**config.mk**
```make
export PLATFORM = sky130hd
export DESIGN_NAME = crc_stream_engine_flat
export DESIGN_NICKNAME = d
export VERILOG_FILES = /design/src/rtl/crc_stream_engine_if.sv /design/src/rtl/crc_stream_engine.sv /design/src/flat_wrapper.sv
export SDC_FILE = /design/constraint.sdc
export NUM_CORES = 1
export LEC_CHECK = 0
export ABC_CLOCK_PERIOD_IN_PS = 1700
export CAP_MARGIN = 0
export CORE_MARGIN = 5
export CORE_UTILIZATION = 46
export DETAILED_ROUTE_END_ITERATION = 16
export GPL_TIMING_DRIVEN = 0
export PLACE_DENSITY = 0.75
export RECOVER_POWER = 50
export SYNTH_ARGS = -nofsm -noshare
export SYNTH_HDL_FRONTEND = slang
export SYNTH_SLANG_ARGS = --single-unit
```
**constraint.sdc**
```tcl
create_clock -name clk -period 1.7 [get_ports clk]
set_input_delay 0.34 -clock clk [delete_from_list [all_inputs] [get_ports clk]]
set_output_delay 0.34 -clock clk [all_outputs]
set_load 0.01 [all_outputs]
```
**src/rtl/crc_stream_engine_if.sv**
```systemverilog
// Word-stream and result handshake bundle for crc_stream_engine.
// master: word source + result consumer side; slave: the engine.
interface crc_stream_engine_if #(
  parameter int unsigned DATA_W = 8,
  parameter int unsigned CRC_W  = 16
);
  logic              in_valid;
  logic              in_ready;
  logic [DATA_W-1:0] in_data;
  logic              in_last;
  logic              abort;
  logic [CRC_W-1:0]  crc_out;
  logic              crc_valid;
  logic              crc_ack;
  logic [15:0]       word_count;

  modport master (
    output in_valid, in_data, in_last, abort, crc_ack,
    input  in_ready, crc_out, crc_valid, word_count
  );

  modport slave (
    input  in_valid, in_data, in_last, abort, crc_ack,
    output in_ready, crc_out, crc_valid, word_count
  );
endinterface

```
**src/rtl/crc_stream_engine.sv**
```systemverilog
// Streaming CRC engine: folds one DATA_W-bit word per clock into a CRC_W-bit
// XOR-feedback register and holds the final CRC until the consumer acks it.
// Build option: define CRC_REFLECT_EN for LSB-first CRCs (data words and the
// final register are bit-reversed); otherwise data is MSB-first, output raw.
module crc_stream_engine #(
  parameter int unsigned      DATA_W = 8,
  parameter int unsigned      CRC_W  = 16,
  parameter logic [CRC_W-1:0] POLY   = CRC_W'(16'h1021),
  parameter logic [CRC_W-1:0] INIT   = CRC_W'(16'hFFFF)
) (
  input logic                clk,
  input logic                reset,
  crc_stream_engine_if.slave strm
);

  typedef enum logic [0:0] {StAccum, StHold} state_e;

  state_e            state_q;
  logic [CRC_W-1:0]  crc_q, crc_d;
  logic [CRC_W-1:0]  crc_out_q, res_d;
  logic              crc_valid_q;
  logic              in_ready_q;
  logic [15:0]       count_q, count_d;
  logic [DATA_W-1:0] data_w;
  logic              accept;

  // Bitwise MSB-first LFSR fold of one word into the register.
  function automatic logic [CRC_W-1:0] crc_update(input logic [CRC_W-1:0] crc,
                                                  input logic [DATA_W-1:0] d);
    logic [CRC_W-1:0] c;
    logic             fb;
    c = crc;
    for (int i = int'(DATA_W) - 1; i >= 0; i--) begin
      fb = c[CRC_W-1] ^ d[i];
      c  = (c << 1) ^ (fb ? POLY : '0);
    end
    return c;
  endfunction

`ifdef CRC_REFLECT_EN
  function automatic logic [DATA_W-1:0] rev_data(input logic [DATA_W-1:0] d);
    logic [DATA_W-1:0] r;
    for (int i = 0; i < int'(DATA_W); i++) r[i] = d[int'(DATA_W) - 1 - i];
    return r;
  endfunction

  function automatic logic [CRC_W-1:0] rev_crc(input logic [CRC_W-1:0] c);
    logic [CRC_W-1:0] r;
    for (int i = 0; i < int'(CRC_W); i++) r[i] = c[int'(CRC_W) - 1 - i];
    return r;
  endfunction
`endif

  // Next register value, result candidate and saturating word count.
  always_comb begin
`ifdef CRC_REFLECT_EN
    data_w = rev_data(strm.in_data);
    crc_d  = crc_update(crc_q, data_w);
    res_d  = rev_crc(crc_d);
`else
    data_w = strm.in_data;
    crc_d  = crc_update(crc_q, data_w);
    res_d  = crc_d;
`endif
    count_d = (count_q == 16'hFFFF) ? count_q : count_q + 16'd1;
    // in_ready_q is only ever set while accumulating.
    accept  = strm.in_valid & in_ready_q;
  end

  // Frame FSM with registered handshake/result outputs.
  always_ff @(posedge clk or posedge reset) begin
    if (reset) begin
      state_q     <= StAccum;
      crc_q       <= INIT;
      crc_out_q   <= '0;
      crc_valid_q <= 1'b0;
      in_ready_q  <= 1'b0;
      count_q     <= '0;
    end else begin
      unique case (state_q)
        StAccum: begin
          in_ready_q <= 1'b1;
          if (strm.abort) begin
            // Abort wins over a word presented in the same cycle.
            crc_q   <= INIT;
            count_q <= '0;
          end else if (accept) begin
            count_q <= count_d;
            if (strm.in_last) begin
              crc_out_q   <= res_d;
              crc_valid_q <= 1'b1;
              crc_q       <= INIT;
              in_ready_q  <= 1'b0;
              state_q     <= StHold;
            end else begin
              crc_q <= crc_d;
            end
          end
        end
        StHold: begin
          // crc_valid is always set here, so the ack is never a stray one.
          if (strm.crc_ack) begin
            crc_valid_q <= 1'b0;
            count_q     <= '0;
            in_ready_q  <= 1'b1;
            state_q     <= StAccum;
          end
        end
        default: state_q <= StAccum;
      endcase
    end
  end

  assign strm.in_ready   = in_ready_q;
  assign strm.crc_out    = crc_out_q;
  assign strm.crc_valid  = crc_valid_q;
  assign strm.word_count = count_q;

endmodule

```
**src/flat_wrapper.sv**
```systemverilog
// flat-port wrapper written by rule: the top's interface ports become plain ports
module crc_stream_engine_flat 
#(
  parameter int unsigned      DATA_W = 8,
  parameter int unsigned      CRC_W  = 16,
  parameter logic [CRC_W-1:0] POLY   = CRC_W'(16'h1021),
  parameter logic [CRC_W-1:0] INIT   = CRC_W'(16'hFFFF)
)
  (clk, reset, strm_in_valid, strm_in_data, strm_in_last, strm_abort, strm_crc_ack, strm_in_ready, strm_crc_out, strm_crc_valid, strm_word_count);
  crc_stream_engine_if #(.DATA_W(DATA_W), .CRC_W(CRC_W)) strm_i ();
  input logic clk;
  input logic reset;
  input wire logic [$bits(strm_i.in_valid)-1:0] strm_in_valid;
  input wire logic [$bits(strm_i.in_data)-1:0] strm_in_data;
  input wire logic [$bits(strm_i.in_last)-1:0] strm_in_last;
  input wire logic [$bits(strm_i.abort)-1:0] strm_abort;
  input wire logic [$bits(strm_i.crc_ack)-1:0] strm_crc_ack;
  output wire logic [$bits(strm_i.in_ready)-1:0] strm_in_ready;
  output wire logic [$bits(strm_i.crc_out)-1:0] strm_crc_out;
  output wire logic [$bits(strm_i.crc_valid)-1:0] strm_crc_valid;
  output wire logic [$bits(strm_i.word_count)-1:0] strm_word_count;
  assign strm_i.in_valid = strm_in_valid;
  assign strm_i.in_data = strm_in_data;
  assign strm_i.in_last = strm_in_last;
  assign strm_i.abort = strm_abort;
  assign strm_i.crc_ack = strm_crc_ack;
  assign strm_in_ready = strm_i.in_ready;
  assign strm_crc_out = strm_i.crc_out;
  assign strm_crc_valid = strm_i.crc_valid;
  assign strm_word_count = strm_i.word_count;
  crc_stream_engine #(.DATA_W(DATA_W), .CRC_W(CRC_W), .POLY(POLY), .INIT(INIT)) u_core (.clk(clk), .reset(reset), .strm(strm_i));
endmodule
```
==> results of run 1 <==
[report_power, final]
group	switching, uW	internal (uW)
Combinational	473	498
Sequential	122	1430
Clock	427	587
[metrics by stage]
stage | hold WS [ns] | total power, uW | setup TNS (ns) | util [%]
after global routing | 0.528 | 3730 | -1.60 | 67.5
after detailed placement | 0.472 | 2500 | -23.93 | 59.4
final | 0.491 | 3540 | -0.0824 | 67.5
after CTS | 0.311 | 3540 | -0.0592 | 64.1
after global placement | 0.469 | 2480 | -58.09 | 59.0
after floorplan | 0.488 | 2030 | 0 | -
[critical path, delay by kind of cell (launching register included)]
family / cells / cell delay [ns]
buffers and inverters: 1 / 0.12
AOI/OAI and AO/OA: 1 / 0.15
and+or+nand+nor: 3 / 1.00
DFF: 1 / 0.40
[synth_stat cells, drive strengths merged]
cell    number  area (um2)
nand4        6        43.8
ha           1        12.5
a311oi       2        17.5
xnor2       17         149
a21oi       21         105
o211ai       1        7.51
nand2b       5        31.3
or2b         1        7.51
inv          5        18.8
o21ai       18        90.1
or3          4        30.0
xor2         8        70.1
a31oi        3        18.8
nor2        21        78.8
mux2i        7        70.1
or2          1        6.26
nor2b        1        13.8
buf          4        26.3
clkbuf       5        18.8
o21a         4        30.0
dfrtp       35         876
dfstp       16         420
nor4         6        37.5
a211oi       2        15.0
and2         1        6.26
nand2       35         131
and4         2        17.5
nand3        3        15.0
mux2         1        11.3
nor3         4        20.0
o22a         1        8.76
and3         1        6.26
o31ai        3        22.5
or4          3        22.5
[state kept, by name, summed over array words and instances (netlist names)]
register	cells
u_core.strm.crc_out	16
u_core.crc_q	16
u_core.state_q	1
u_core.strm.word_count	16
u_core.strm.in_ready	1
u_core.strm.crc_valid	1
[routing by layer]
layer / part of all wire, % / up-vias / GRT usage [%]
met3: 5.2 / 11 / 3.96
li1: - / 1011 / -
met5: 0 / - / 0
met4: 1.5 / 0 / 6.54
met2: 51 / 80 / 30.5
met1: 43 / 1060 / 23.4
[logic make-up after synthesis]
| kind of cell | count (synthesis) | share of synthesized area (%) |
|---|---|---|
| multiplexers | 8 | 3.31 |
| buffers and inverters | 14 | 2.60 |
| XOR/XNOR | 25 | 8.91 |
| flip-flops | 51 | 52.8 |
| AND/OR/NAND/NOR | 94 | 19.1 |
| AO/OA/AOI/OAI | 55 | 12.8 |
| adder cells (fa/ha/maj) | 1 | 0.509 |
[worst paths after layout]
check,slack (ns),start,end,cells after the start
max,-0.05,u_core.strm.word_count[1],u_core.strm.word_count[13],5
min,0.49,u_core.strm.crc_out[10],u_core.strm.crc_out[10],2
max reg2reg,-0.05,u_core.strm.word_count[1],u_core.strm.word_count[13],5
min reg2reg,0.49,u_core.strm.crc_out[10],u_core.strm.crc_out[10],2
max in group asynchronous,0.19,reset,u_core.strm.word_count[8],3
min in group asynchronous,0.51,reset,u_core.strm.crc_out[4],2
[timing repair]
item                                    4_1_cts  5_1_grt
resized for setup                            20       33
buffers inserted                              8       12
pin swaps                                     6       10
cloned                                        0        0
endpoints found under the setup margin       31       42
[area by class of cell]
| class | instances | share of cell area (%) |
|---|---|---|
| plain buffers | 7 | 1.01 |
| clock buffers | 5 | 1.98 |
| clock inverters | 3 | 1.95 |
| inverters | 5 | 0.541 |
| multi-input cells | 183 | 36.1 |
| flip-flops and latches | 51 | 37.9 |
| well taps | 70 | 2.53 |
| repair buffers | 68 | 18.0 |
==> results by group, run 1 <==
Drt
  • Vias post-DR: ~2200
  • Drt pass-1 iters: 4
  • Vias per cell: around 5.5
  • DRT Wirelength: 6530 um
  • Wire per inst: about 17 um
  • Drt first-iter violations: ~110
  • # DRC: 0
  • Final ANT Viol Nets: 0

STA
  • Final worst path period share: 103%
  • Fin crit period: 1.75 ns
  • Final WS setup: -0.0495 ns
  • RSZ-0062 raised after global routing: yes
  • Layout Skew: roughly 0.0033 ns
  • Fmax: approximately 570 MHz
  • Worst-Margin Slew: around 0.84 ns
  • Max-slew violation count: 0
  • Slew margin rel.: 43.6%
  • Setup-failing EPs final: 2
  • Final hold violation count: 0

Cells and area
  • Most frequent cells in the layout: 41 x clkdlybuf4s50_1, 32 x nand2_1, 22 x dfrtp_1, 20 x nor2_1, 19 x buf_4
  • Final #Nets: 336
  • Sequential cell area: ~1300 um2
  • ANT cells: 0
  • Layout overhead on the synthesized area: 41.2%
  • Layout Cells excl Fill: a little under 400
  • Layout cells sized above 1: 27.0%
  • Filler instances: roughly 400
  • Multi-input gate area: between 1000 and 1500 um2
  • Most common cell after layout, fill and taps aside: clkdlybuf4s50_1
  • Fin area: 3470 um2

Clock network
  • CTS tree: done
  • Max H-tree Level: 2
  • Clk_lat worst skew: 0.31 ns
  • TritonCTS buffer count: 5
  • Sinks on Clock Net: between 50 and 60
  • Root Buffer: clkbuf_8
  • Max clock buf depth: 2
  • CTS Hold Buffers Added: 0
  • Clock transition at the registers of the reported paths: approximately 0.10 ns

Synth
  • Register area share after synthesis: a little over half
  • Yosys cell types: 38
  • Seq cells post-synth: 51
  • Syn Area/Cell: about 10 um2
  • Mapped Nets: 263
  • YS warnings: 0
  • Post-Syn Instances: 248
  • Post-Syn Area: around 2500 um2

Setup path
  • Worst-path cell chain: buf_6 -> nand2_4 -> or3_4 -> or4_4 -> a21oi_2
  • Arrival @ worst endpoint: about 2.0 ns
  • Worst setup EP type: register
  • Slowest cell on the critical path: or4_4
  • Crit-path max FO: 4
  • Largest stage delay, worst path: ~0.53 ns
  • Setup CP Type: register to register
  • Crit path launch type: register
  • Required time of the critical path: about 1.9 ns

Hold path
  • Worst hold-check path type: register to register

Pwr
  • Leakage: around 0.0014 uW
  • Cell Pwr Density: 1020 nW/um2
  • VDD IR max: around 0.71 mV

Floorplan
  • Die Wd: about 83 um
  • Core box area: about 5000 um2
  • Initial Utilization: 47.8%
  • Io pins: between 40 and 50
  • Die Area: about 6900 um2
  • Rows: 26
  • Die span in y: around 83 um

Global routing
  • Vias in the first global route: ~2200
  • GR Util All Layers: around 18%
  • Global route total overflow: 0
  • Largest net degree at the start of global routing: 38
  • Initial antenna violation count: 0
  • First-pass GRT wire length: 10500 um

Placed design
  • DP Wirelength: slightly above 4000 um
  • Area after DPL: slightly above 3000 um2
  • Placed cells: between 300 and 400
  • Setup WS pre-CTS: -0.972 ns
  • I/O Buffers: 47
  • Routability cong.: around 0.94

Outcome
  • Status: finished with violations
  • Failing checks: negative setup slack

Run
  • Max cap viols: 0
(Power assumes the default switching activity.)
==> inputs of run 2 (changes only) <==
--- a/config.mk
+++ b/config.mk
@@ -14,4 +14,6 @@
 export PLACE_DENSITY = 0.75
 export RECOVER_POWER = 50
+export REMOVE_ABC_BUFFERS = 1
+export SLEW_MARGIN = 10
 export SYNTH_ARGS = -nofsm -noshare
 export SYNTH_HDL_FRONTEND = slang
==> constraint.sdc (replaced) <==
create_clock -name clk -period 1.7 [get_ports clk]
set_input_delay 0.255 -clock clk [delete_from_list [all_inputs] [get_ports clk]]
set_output_delay 0.255 -clock clk [all_outputs]
set_load 0.01 [all_outputs]
==> run 2 against run 1 <==
Against the previous run: worst setup slack improved by 0.062 ns; critical path depth unchanged; sequential share of layout area increased by 1.4 points; maximum frequency up 3.7%; routed wire length shrank 9.0%; largest cell class unchanged; die area stayed put; critical endpoint unchanged; critical path type unchanged; design area fell by 4.2%; the run now ends clean.
==> results by group, run 2 (synthesis results as in run 1) <==
Outcome
  • Status: complete, no violations

Clock network
  • Sinks on Clock Net: around 50
  • Clk_lat worst skew: around 0.30 ns
  • CTS tree: done
  • Max clock buf depth: 2
  • TritonCTS buffer count: 5
  • Root Buffer: clkbuf_8
  • Max H-tree Level: 2
  • Clock transition at the registers of the reported paths: about 0.090 ns

Drt
  • # DRC: 0
  • Final ANT Viol Nets: 0
  • Drt first-iter violations: 264
  • Vias per cell: about 5.5
  • DRT Wirelength: 5940 um
  • Vias post-DR: roughly 2100
  • Drt pass-1 iters: 4
  • Wire per inst: about 16 um

Setup path
  • Worst setup EP type: register
  • Crit-path max FO: 4
  • Arrival @ worst endpoint: about 1.9 ns
  • Worst reg2reg path endpoint: u_core.strm.word_count[13]
  • Worst r2r src: u_core.strm.word_count[0]
  • Setup CP Type: register to register
  • R2r setup slk: around 0.013 ns
  • Reg2Reg Depth: 5
  • Required time of the critical path: slightly below 2 ns
  • Crit path launch type: register

Cells and area
  • Layout cells sized above 1: a little over a fifth
  • Final #Nets: between 300 and 400
  • Final core area utilization: 64.6%
  • Most common cell after layout, fill and taps aside: nand2_1
  • Most frequent cells in the layout: 33 x nand2_1, 32 x clkdlybuf4s50_1, 29 x dfrtp_1, 21 x nor2_1, 18 x a21oi_1
  • ANT cells: 0
  • Layout overhead on the synthesized area: 35.3%
  • Layout Cells excl Fill: around 380

STA
  • Final hold violation count: 0
  • Final worst path period share: between 90% and 100%
  • Worst-Margin Slew: around 0.94 ns
  • Layout Skew: around 0.0067 ns
  • RSZ-0062 raised after global routing: yes
  • Setup-failing EPs final: 0
  • Max-slew violation count: 0
  • Fmax: slightly below 600 MHz
  • Fin crit period: 1.69 ns
  • Slew margin rel.: between 30% and 40%

Placed design
  • I/O Buffers: 47
  • Routability cong.: just over 0.9
  • Placed cells: 358
  • DP Wirelength: about 3800 um

Pwr
  • Cell Pwr Density: around 960 nW/um2
  • VDD IR max: 0.779 mV
  • Leakage: roughly 0.0013 uW

Hold path
  • Hold Path End: u_core.state_q
  • Hold_sp: strm_crc_ack
  • Worst hold path depth: 3
  • Worst hold-check path type: input port to register

Global routing
  • Initial antenna violation count: 0
  • GR Util All Layers: 17.1%
  • First-pass GRT wire length: approximately 9900 um
  • Global route total overflow: 0
  • Largest net degree at the start of global routing: 30
  • Vias in the first global route: between 2000 and 2500

Floorplan
  • Io pins: 48
  • Die Wd: 83.1 um
  • Die span in y: between 80 and 90 um
  • Core box area: 5140 um2
  • Die Area: between 6000 and 7000 um2
  • Rows: 26
  • Initial Utilization: between 40 and 50%

Run
  • Max cap viols: 0
[run 2: layout make-up]
| cell class | instances | area [um2] |
|---|---|---|
| fillers | 434 | 1820 |
| clock inverters | 1 | 5.00 |
| well taps | 70 | 87.6 |
| multi-input cells | 184 | 1210 |
| inverters | 5 | 18.8 |
| flip-flops and latches | 51 | 1300 |
| repair buffers | 65 | 613 |
| clock buffers | 7 | 86.3 |
[run 2: what timing repair did]
action                     in CTS  in global routing
pin swaps                       3                  5
buffers inserted                9                  7
setup endpoints to repair      44                 26
gates resized for setup        11                 19
hold buffers                    0                  0
cloned                          1                  0
[run 2: worst max-delay path: stages, from the launching register on]
cell and delay (ns):
dfrtp_1 0.40, buf_4 0.15, nand2_1 0.08, or3_4 0.37
or4_4 0.49, a21oi_2 0.14
[run 2: how the worst max path moves through the flow]
stage,start,to,slack [ns],cells after the start
after floorplan,u_core.strm.in_ready,u_core.crc_q[0],-0.43,4
after global placement,strm_in_valid,u_core.crc_q[0],-1.55,5
after detailed placement,strm_abort,u_core.strm.crc_out[0],-0.93,4
after CTS,u_core.strm.word_count[8],u_core.strm.word_count[1],0.009,4
after global routing,u_core.strm.word_count[1],u_core.strm.word_count[13],-0.03,5
final,u_core.strm.word_count[0],u_core.strm.word_count[13],0.01,5
[run 2: per-layer routing]
metal	share of wire [%]	up-vias	routed length (um)	GRT usage (%)
li1	-	997	-	-
met1	46	1017	2760	24.3
met2	46	76	2750	26.4
met3	6.4	7	381	3.37
met4	0.81	0	48	4.75
met5	0	-	0	0
[run 2: through the flow]
step	area (um2)	setup slack [ns]	TNS [ns]	hold slack [ns]	power [uW]
after floorplan	2410	-0.431	-5.54	0.433	2020
after global placement	2970	-1.55	-72.00	0.464	2460
after detailed placement	3000	-0.933	-26.68	0.471	2480
after CTS	3200	0.00865	0	0.320	3230
after global routing	3320	-0.0328	-0.0537	0.418	3380
final	3320	0.0129	0	0.373	3180
[run 2: where the power goes]
part / internal (uW) / total (uW) / switching [uW]
Combinational: 457 / 921 / 464
Clock: 329 / 718 / 389
Sequential: 1430 / 1540 / 109
Total: 2220 / 3180 / 962
==> inputs of run 3 (changes only) <==
CTS_CLUSTER_SIZE = 30   (was default)
==> results of run 3 <==
Final layout, timing and power as in run 2 (identical DEF).
